## config.mk

```make
export PLATFORM = sky130hd
export DESIGN_NAME = pic_mem_port_arbiter
export DESIGN_NICKNAME = d
export VERILOG_FILES = /design/src/rtl/pic_mem_port_arbiter.sv
export SDC_FILE = /design/constraint.sdc
export NUM_CORES = 1
export LEC_CHECK = 0
export ABC_AREA = 1
export ABC_CLOCK_PERIOD_IN_PS = 3500
export CAP_MARGIN = 40
export CORE_MARGIN = 2
export CORE_UTILIZATION = 41
export CTS_CLUSTER_SIZE = 20
export DETAILED_ROUTE_END_ITERATION = 6
export PLACE_DENSITY = 0.91
export SKIP_LAST_GASP = 1
export SLEW_MARGIN = 30
export SYNTH_ARGS = -nofsm -noshare
export SYNTH_HDL_FRONTEND = slang
export SYNTH_SLANG_ARGS = --single-unit
```

## constraint.sdc

```tcl
create_clock -name clk -period 3.5 [get_ports clk]
set_input_delay 0.525 -clock clk [delete_from_list [all_inputs] [get_ports clk]]
set_output_delay 0.525 -clock clk [all_outputs]
set_load 0.005 [all_outputs]
```

## src/rtl/pic_mem_port_arbiter.sv

```systemverilog
// Round-robin arbiter sharing the pic_mem s2 port between a pixel writer (A) and a pixel reader (B).
// Optional grant/conflict statistics counters are enabled by defining PIC_MEM_ARB_STATS_EN.
module pic_mem_port_arbiter #(
  parameter int ADDR_W     = 12,
  parameter int DATA_W     = 16,
  parameter int RD_LATENCY = 1
) (
  input  logic                clk,
  input  logic                reset,
  input  logic                a_valid,
  input  logic                a_write,
  input  logic [ADDR_W-1:0]   a_address,
  input  logic [DATA_W-1:0]   a_writedata,
  input  logic [DATA_W/8-1:0] a_byteenable,
  output logic                a_ready,
  output logic [DATA_W-1:0]   a_readdata,
  output logic                a_rvalid,
  input  logic                b_valid,
  input  logic                b_write,
  input  logic [ADDR_W-1:0]   b_address,
  input  logic [DATA_W-1:0]   b_writedata,
  input  logic [DATA_W/8-1:0] b_byteenable,
  output logic                b_ready,
  output logic [DATA_W-1:0]   b_readdata,
  output logic                b_rvalid,
`ifdef PIC_MEM_ARB_STATS_EN
  input  logic                stat_clear,
  output logic [31:0]         stat_a_grants,
  output logic [31:0]         stat_b_grants,
  output logic [31:0]         stat_conflicts,
`endif
  output logic [ADDR_W-1:0]   mem_address,
  output logic                mem_chipselect,
  output logic                mem_clken,
  output logic                mem_write,
  output logic [DATA_W-1:0]   mem_writedata,
  output logic [DATA_W/8-1:0] mem_byteenable,
  input  logic [DATA_W-1:0]   mem_readdata
);

  localparam int BE_W  = DATA_W / 8;
  localparam int DEPTH = RD_LATENCY + 1;

  typedef enum logic {GRANT_A = 1'b0, GRANT_B = 1'b1} grant_e;

  grant_e              last_grant_q, last_grant_d;
  logic                grant_a, grant_b, accept;
  logic [ADDR_W-1:0]   addr_q, addr_d;
  logic                cs_q, cs_d, wr_q, wr_d;
  logic [DATA_W-1:0]   wdata_q, wdata_d;
  logic [BE_W-1:0]     be_q, be_d;
  logic [DEPTH-1:0]    tag_v_q, tag_v_d, tag_b_q, tag_b_d;
  logic                a_rvalid_q, a_rvalid_d, b_rvalid_q, b_rvalid_d;
  logic [DATA_W-1:0]   a_rdata_q, a_rdata_d, b_rdata_q, b_rdata_d;

  always_comb begin
    grant_a = a_valid & (~b_valid | (last_grant_q == GRANT_B));
    grant_b = b_valid & ~grant_a;
    a_ready = grant_a & ~reset;
    b_ready = grant_b & ~reset;
    accept  = a_ready | b_ready;

    last_grant_d = last_grant_q;
    if (a_ready)      last_grant_d = GRANT_A;
    else if (b_ready) last_grant_d = GRANT_B;

    addr_d  = addr_q;
    wdata_d = wdata_q;
    be_d    = be_q;
    cs_d    = 1'b0;
    wr_d    = 1'b0;
    if (accept) begin
      cs_d    = 1'b1;
      wr_d    = a_ready ? a_write : b_write;
      addr_d  = a_ready ? a_address : b_address;
      wdata_d = a_ready ? a_writedata : b_writedata;
      be_d    = wr_d ? (a_ready ? a_byteenable : b_byteenable) : '1;
    end

    // Tag stage DEPTH-1 lines up with mem_readdata; the result is registered one cycle later.
    tag_v_d = {tag_v_q[DEPTH-2:0], accept & ~wr_d};
    tag_b_d = {tag_b_q[DEPTH-2:0], b_ready};

    a_rvalid_d = tag_v_q[DEPTH-1] & ~tag_b_q[DEPTH-1];
    b_rvalid_d = tag_v_q[DEPTH-1] &  tag_b_q[DEPTH-1];
    a_rdata_d  = a_rvalid_d ? mem_readdata : a_rdata_q;
    b_rdata_d  = b_rvalid_d ? mem_readdata : b_rdata_q;
  end

  always_ff @(posedge clk) begin
    if (reset) begin
      last_grant_q <= GRANT_B;
      addr_q       <= '0;
      cs_q         <= 1'b0;
      wr_q         <= 1'b0;
      wdata_q      <= '0;
      be_q         <= '1;
      tag_v_q      <= '0;
      tag_b_q      <= '0;
      a_rvalid_q   <= 1'b0;
      b_rvalid_q   <= 1'b0;
      a_rdata_q    <= '0;
      b_rdata_q    <= '0;
    end else begin
      last_grant_q <= last_grant_d;
      addr_q       <= addr_d;
      cs_q         <= cs_d;
      wr_q         <= wr_d;
      wdata_q      <= wdata_d;
      be_q         <= be_d;
      tag_v_q      <= tag_v_d;
      tag_b_q      <= tag_b_d;
      a_rvalid_q   <= a_rvalid_d;
      b_rvalid_q   <= b_rvalid_d;
      a_rdata_q    <= a_rdata_d;
      b_rdata_q    <= b_rdata_d;
    end
  end

  assign mem_address    = addr_q;
  assign mem_chipselect = cs_q;
  assign mem_clken      = ~reset;
  assign mem_write      = wr_q;
  assign mem_writedata  = wdata_q;
  assign mem_byteenable = be_q;
  assign a_rvalid       = a_rvalid_q;
  assign b_rvalid       = b_rvalid_q;
  assign a_readdata     = a_rdata_q;
  assign b_readdata     = b_rdata_q;

`ifdef PIC_MEM_ARB_STATS_EN
  logic [31:0] stat_a_q, stat_a_d, stat_b_q, stat_b_d, stat_c_q, stat_c_d;

  always_comb begin
    stat_a_d = stat_a_q;
    stat_b_d = stat_b_q;
    stat_c_d = stat_c_q;
    if (stat_clear) begin
      stat_a_d = '0;
      stat_b_d = '0;
      stat_c_d = '0;
    end else begin
      if (a_ready && stat_a_q != '1)           stat_a_d = stat_a_q + 32'd1;
      if (b_ready && stat_b_q != '1)           stat_b_d = stat_b_q + 32'd1;
      if (a_valid && b_valid && stat_c_q != '1) stat_c_d = stat_c_q + 32'd1;
    end
  end

  always_ff @(posedge clk) begin
    if (reset) begin
      stat_a_q <= '0;
      stat_b_q <= '0;
      stat_c_q <= '0;
    end else begin
      stat_a_q <= stat_a_d;
      stat_b_q <= stat_b_d;
      stat_c_q <= stat_c_d;
    end
  end

  assign stat_a_grants  = stat_a_q;
  assign stat_b_grants  = stat_b_q;
  assign stat_conflicts = stat_c_q;
`endif

endmodule

```

Yosys cells after proc, flatten, opt, wreduce, memory -nomap -nowiden

Index checks and enable logic that the tools add are counted.
Widths: inputs -> output; s select.

Reductions and logical operators: 1
Shifts and indexed selects: 0
Multiplexer cells: 9
Add/subtract/negate cells: 0
Divide/modulo/power cells: 0
Multipliers: 0
Eq/ne operators: 0
Magnitude comparators: 0
Bitwise operators: 14

Operators with widths:

| cell              | number |
|---|---|
| $mux 16           | 1 |
| $mux 12           | 1 |
| $and 1x1->1       | 7 |
| $mux 1            | 5 |
| $not 1->1         | 5 |
| $mux 2            | 2 |
| $or 1x1->1        | 2 |
| $reduce_bool 2->1 | 1 |

Memories: 0
Logic and storage cells: 36
Bits of input ports: 82
RAM bits: 0
Output and inout bits: 69
Latch bits: 0
Register bits after elaboration: 71
Bits in read-only memories: 0

Logic depth before layout (Yosys ltp)

Gate-level depths: netlist of run 1.

Word-level depth: 10
Depth in mapped cells: 8

Least setup slack after synthesis of run 1

Ideal clock, no wire load.

Path type: input -> output
Start point: input port b_valid
End point: output port a_ready
Buffers on the path: 1
Data required time: 2,975 ps
Arrival time: 1,029 ps
Slack: 1,946 ps
Cell stages on the path: 4
Path through: nand2_2 nand3_2 buf_2 inv_1

Word-level cells in the longest chain between the ends: 4

Ends and longest elaborated chain:

| what               | RTL line | source |
|---|---|---|
| start: declaration | 18       | `input logic b_valid,` |
| $not 1->1          | 57       | `grant_a = a_valid & (~b_valid \| (last_grant_q == GRANT_B));` |
| $or 1x1->1         | 57       |  |
| $and 1x1->1        | 57       |  |
| $and 1x1->1        | 59       | `a_ready = grant_a & ~reset;` |
| end: declaration   | 15       | `output logic a_ready,` |

Every way passes these cells.

Worst setup path in the final report of run 1

Start point: input port a_valid
End point: output port a_ready

Word-level cells in the longest chain between the ends: 2

Ends and longest elaborated chain:

| what               | RTL line | source |
|---|---|---|
| start: declaration | 10       | `input logic a_valid,` |
| $and 1x1->1        | 57       |  |
| $and 1x1->1        | 59       |  |

Every way passes these cells.

==> results of run 1 <==
[registers in the layout, indices dropped and copies added, names as in the netlist, 2 cells and up]
register / count
tag_v_q: 2
mem_writedata: 16
tag_b_q: 2
mem_address: 12
mem_byteenable: 2
a_readdata: 16
b_readdata: 16
[metrics by stage]
step | hold slack, ns | total power [W] | area [um^2] | worst slack, ns | instances
global placement | 0.391 | 0.00121 | 4230 | 0.824 | 567
global route | 0.450 | 0.00187 | 4410 | 0.707 | 582
floorplan | 0.388 | 0.00102 | 2730 | 1.95 | 358
finish | 0.417 | 0.00179 | 4410 | 0.807 | 582
detailed placement | 0.410 | 0.00122 | 4230 | 0.793 | 567
CTS | 0.421 | 0.00180 | 4410 | 0.789 | 582
[final timing paths]
check                           cells past startpoint             to        from  slack [ns]
worst max register to register                      5  a_readdata[3]  tag_v_q[1]        1.59
worst min-delay path                                2     tag_v_q[1]  tag_v_q[0]        0.42
worst max-delay path                                4        a_ready     a_valid        0.81
worst min register to register                      2     tag_v_q[1]  tag_v_q[0]        0.42
[critical path, stage by stage]
cell,delay [ns]
clkdlybuf4s50_1,0.66
nand3_2,0.34
inv_1,0.13
clkdlybuf4s50_1,0.50
[routing by layer]
layer | track usage [%] | share of wire, % | up-vias
met5 | 0 | 0 | -
met4 | 11.0 | 2.6 | 0
met3 | 5.97 | 7.8 | 20
met2 | 39.0 | 51 | 110
met1 | 22.5 | 39 | 1281
li1 | - | - | 1436
[cell type report]
type	count	area [um^2]	share of cell area, %
repair buffers	152	1520	34.4
clock buffers	15	176	4.00
multi-input cells	240	1090	24.8
well taps	77	96.3	2.19
flip-flops and latches	71	1420	32.3
inverters	27	101	2.30
[Yosys cell counts]
master | count | area [um^2]
nand2_1 | 21 | 78.8
nor2_2 | 1 | 6.26
inv_1 | 25 | 93.8
nand3_1 | 4 | 20.0
nor2_1 | 103 | 387
buf_6 | 2 | 22.5
nand2_4 | 1 | 11.3
inv_2 | 1 | 3.75
nand2_2 | 4 | 25.0
buf_2 | 4 | 20.0
o21ai_1 | 6 | 30.0
clkinv_1 | 1 | 3.75
o211ai_1 | 1 | 7.51
nor3_1 | 12 | 60.1
o21ai_0 | 65 | 325
a21oi_1 | 13 | 65.1
dfxtp_1 | 71 | 1420
buf_4 | 5 | 37.5
nand4_1 | 3 | 18.8
nor3_2 | 5 | 50.1
nand3_2 | 1 | 10.0
clkbuf_1 | 9 | 33.8
[report_power, final]
part	total, W	internal [W]	switching (W)
sequential	0.000878	0.000855	0.0000231
combinational	0.000323	0.000193	0.000130
clock	0.000585	0.000313	0.000272
total	0.00179	0.00136	0.000425
[cells by family after synthesis]
logic type      after synthesis  share of synthesized area, %
simple gates                155                          24.4
flops                        71                          52.0
compound gates               85                          15.7
buf+inv                      47                          7.88
==> impl_metrics.py, run 1 <==
metrics = {
    "clocking": {
        "cts_num_sinks": 71,
        "cts_buffers": 9,
        "clk_path_buf_depth": 2,
        "clk_latency_ns": 0.32,
        "path_clk_slew_ns": 0.06,
        "clock-root-buffer": "clkbuf_8",
        "cts_tree": "yes",
        "ctsResizeCount": 0,
        "cts_setup_buffers": 0,
        "h-tree-depth": 3,
        "ctsHoldBuffers": 0,
    },
    "yosys": {
        "netlist_area_um2": 2730,
        "synth_seq_cells": 71,
        "yosysWarnings": 0,
        "synth_cell_types": 22,
        "synth_seq_area_share_pct": 52.0,
        "synth_nets": 440,
        "syn_inst": 358,
        "syn_area_per_cell_um2": 7.63,
    },
    "timing": {
        "rsz0062_at_grt": "false",
        "slew_headroom_pct": 57.9,
        "min_period_ns": 2.69,
        "slew_viol_final": 0,
        "fin_tns_setup_ns": 0,
        "fin_skew_ns": 0.00570,
        "max_freq_ghz": 0.371,
        "finalCritPeriodShare_pct": 76.9,
        "final_hold_viol_count": 0,
        "setup_violations": 0,
        "tightest_slew_ns": 0.631,
    },
    "floorplanning": {
        "fp.dieH_um": 85.6,
        "ios": 151,
        "num_rows": 29,
        "die_width_um": 85.6,
        "initial_core_util_pct": 42.8,
        "dieArea_um2": 7330,
        "coreArea_um2": 6390,
    },
    "layout": {
        "drive_above_1_share_pct": 5.35,
        "nets": 583,
        "layout_commonest_cell": "clkdlybuf4s50_1",
        "antenna_cells": 0,
        "final_core_util_pct": 69.0,
        "area_growth_pct": 61.3,
        "mostFrequentLayoutCells": "clkdlybuf4s50_1, nor2_1, dfxtp_1",
        "fillers": 535,
    },
    "global_route": {
        "antenna_found_initial": 0,
        "track_usage_pct": 21.5,
        "grt_pass1_vias": 2875,
        "gr-total-overflow": 0,
        "grt_pass1_wl_mm": 12.7,
        "grt_max_degree": 66,
    },
    "placement": {
        "hpwl_mm": 5.77,
        "gp_congestion": 0.818,
        "io_buffers": 150,
    },
    "detailed_routing": {
        "drt_wl_total_mm": 7.86,
        "first_iter_violations": 84,
        "vias": 2847,
        "drtAntennaViolNets": 0,
        "drc": 0,
        "first_pass_iters": 4,
        "wire_per_inst_um": 13.5,
        "viasPerCell": 4.89,
    },
    "worst_setup_path": {
        "crit_type": "in -> out",
        "critPathRequiredTime_ns": 2.97,
        "arrival_ns": 2.17,
        "end_kind": "output port",
        "cp_max_fo": 16,
        "worst_setup_path_start_kind": "primary input",
    },
    "run_status": {
        "status": "complete, no violations",
    },
    "run": {
        "drv_cap": 0,
    },
    "pwr": {
        "p_leak_nw": 1.80,
        "p_per_area_nw_per_um2": 405,
        "peakVddDrop_v": 0.000248,
    },
    "worst_hold_path": {
        "hp-class": "reg -> reg",
    },
}
No activity file was read; power rests on OpenSTA's default activity.
==> run 2, diff against run 1 <==
ABC_CLOCK_PERIOD_IN_PS = 2600   (was 3500)
CORE_UTILIZATION = 38   (was 41)
PLACE_DENSITY = 0.86   (was 0.91)
clock period = 2.6 ns   (was 3.5 ns; I/O delays follow)
==> run 2 against run 1 <==
Compared with the run above: count of clock-buffer cells in the layout is 5 lower; utilization decreased by 3.4 points; global-route usage down 1.5 points; via count up 0.98%; sequential cell count unchanged; clock power up 64%; hold slack worse by 0.011 ns; largest cell class unchanged.
==> impl_metrics.py, run 2 (synthesis gave the netlist of run 1 again) <==
metrics = {
    "layout": {
        "mostFrequentLayoutCells": "clkdlybuf4s50_1, nor2_1, dfxtp_1",
        "instances_no_fill": 606,
        "nets": 587,
        "fillers": 593,
        "area_growth_pct": 65.0,
        "antenna_cells": 0,
        "layout_commonest_cell": "clkdlybuf4s50_1",
        "drive_above_1_share_pct": 6.86,
        "final_core_util_pct": 65.6,
    },
    "timing": {
        "rsz0062_at_grt": "false",
        "final_hold_viol_count": 0,
        "min_period_ns": 2.27,
        "max_freq_ghz": 0.441,
        "fin_skew_ns": 0.0121,
        "hold_ws_ns": 0.405,
        "tightest_slew_ns": 0.526,
        "slew_viol_final": 0,
        "setup_violations": 0,
        "fin_tns_setup_ns": 0,
        "setup_slack_ns": 0.334,
        "finalCritPeriodShare_pct": 87.1,
        "slew_headroom_pct": 64.9,
    },
    "global_route": {
        "grt_pass1_wl_mm": 12.2,
        "gr-total-overflow": 0,
        "antenna_found_initial": 0,
        "grt_pass1_vias": 2786,
        "grt_max_degree": 47,
        "track_usage_pct": 19.9,
    },
    "pwr": {
        "p_per_area_nw_per_um2": 573,
        "peakVddDrop_v": 0.000353,
        "p_leak_nw": 1.84,
    },
    "floorplanning": {
        "coreArea_um2": 6870,
        "num_rows": 30,
        "initial_core_util_pct": 39.8,
        "dieArea_um2": 7880,
        "die_width_um": 88.8,
        "fp.dieH_um": 88.8,
        "ios": 151,
    },
    "worst_setup_path": {
        "critPathRequiredTime_ns": 2.21,
        "max_stage_delay_ns": 0.52,
        "rr_worst_depth": 8,
        "critPathSlowestCell": "clkdlybuf4s50_1",
        "r2r_end": "mem_byteenable[1]",
        "r2r_slack_ns": 1.04,
        "cp_cell_sequence": "clkdlybuf4s50_1 -> inv_1 -> nand3_2 -> inv_1 -> clkdlybuf4s50_1",
        "crit-reg2reg-launch": "last_grant_q",
        "arrival_ns": 1.88,
        "end_kind": "output port",
        "crit_type": "in -> out",
        "cp_max_fo": 8,
        "worst_setup_path_start_kind": "primary input",
        "cp.buffers_inverters": 4,
        "cp_top_family": "buffers and inverters",
    },
    "detailed_routing": {
        "viasPerCell": 4.74,
        "wire_per_inst_um": 13.2,
        "first_iter_violations": 81,
        "drtAntennaViolNets": 0,
        "vias": 2875,
        "first_pass_iters": 5,
        "drt_wl_total_mm": 7.98,
        "drc": 0,
    },
    "worst_hold_path": {
        "min_from": "tag_b_q[0]",
        "hp-class": "reg -> reg",
        "hold_path_depth": 2,
        "hold_end": "tag_b_q[1]",
    },
    "placement": {
        "io_buffers": 150,
        "pre_cts_ws_ns": 0.315,
        "gp_congestion": 0.816,
        "place_inst": 590,
        "hpwl_mm": 5.99,
    },
    "run_status": {
        "status": "complete, no violations",
    },
    "clocking": {
        "h-tree-depth": 3,
        "ctsHoldBuffers": 0,
        "cts_num_sinks": 71,
        "clk_path_buf_depth": 2,
        "clock-root-buffer": "clkbuf_8",
        "cts_buffers": 9,
        "cts_setup_buffers": 0,
        "cts_tree": "yes",
        "ctsResizeCount": 0,
        "path_clk_slew_ns": 0.07,
        "clk_latency_ns": 0.33,
    },
    "run": {
        "drv_cap": 0,
    },
}
-- run 2: routing by layer --
metal | track usage, % | vias to the layer above | wire, um
met2 | 35.1 | 103 | 4020
met3 | 5.60 | 20 | 524
li1 | - | 1452 | -
met1 | 21.7 | 1300 | 3210
met5 | 0 | - | 0
met4 | 10.3 | 0 | 235
-- run 2: worst register-to-register path, cell delays in order, from the launching register on --
cell and delay [ns]:
dfxtp_1 0.37, inv_2 0.05, nand2_2 0.13, nand3_2 0.09
buf_4 0.20, nand2_2 0.31, inv_1 0.12, nand2_1 0.09
nand3_1 0.07
-- run 2: final cells by class --
type                    instances  area [um^2]  share of cell area, %
inverters                      27          101                   2.25
clock buffers                  10          138                   3.05
well taps                      96          120                   2.67
clock inverters                 6         83.8                   1.86
multi-input cells             240         1090                   24.3
repair buffers                156         1550                   34.3
flip-flops and latches         71         1420                   31.5
-- run 2: through the flow --
step | power, W | cell area [um^2]
6_report | 0.00258 | 4510
5_1_grt | 0.00270 | 4510
4_1_cts | 0.00260 | 4510
3_5_place_dp | 0.00165 | 4280
3_3_place_gp | 0.00163 | 4280
2_1_floorplan | 0.00137 | 2730
-- run 2: worst max path at each step --
stage            start      end  slack, ns  depth (start not counted)
4_1_cts          reset  a_ready       0.31                          5
3_5_place_dp     reset  a_ready       0.31                          5
5_1_grt          reset  a_ready       0.25                          5
3_3_place_gp     reset  a_ready       0.37                          5
6_report         reset  a_ready       0.33                          5
2_1_floorplan  b_valid  a_ready       1.32                          4
-- run 2: power breakdown --
group / leakage [nW] / switching (W) / internal [W] / total (W)
sequential: 0.581 / 0.0000327 / 0.00115 / 0.00118
clock: 0.116 / 0.000396 / 0.000563 / 0.000959
combinational: 1.15 / 0.000175 / 0.000263 / 0.000438
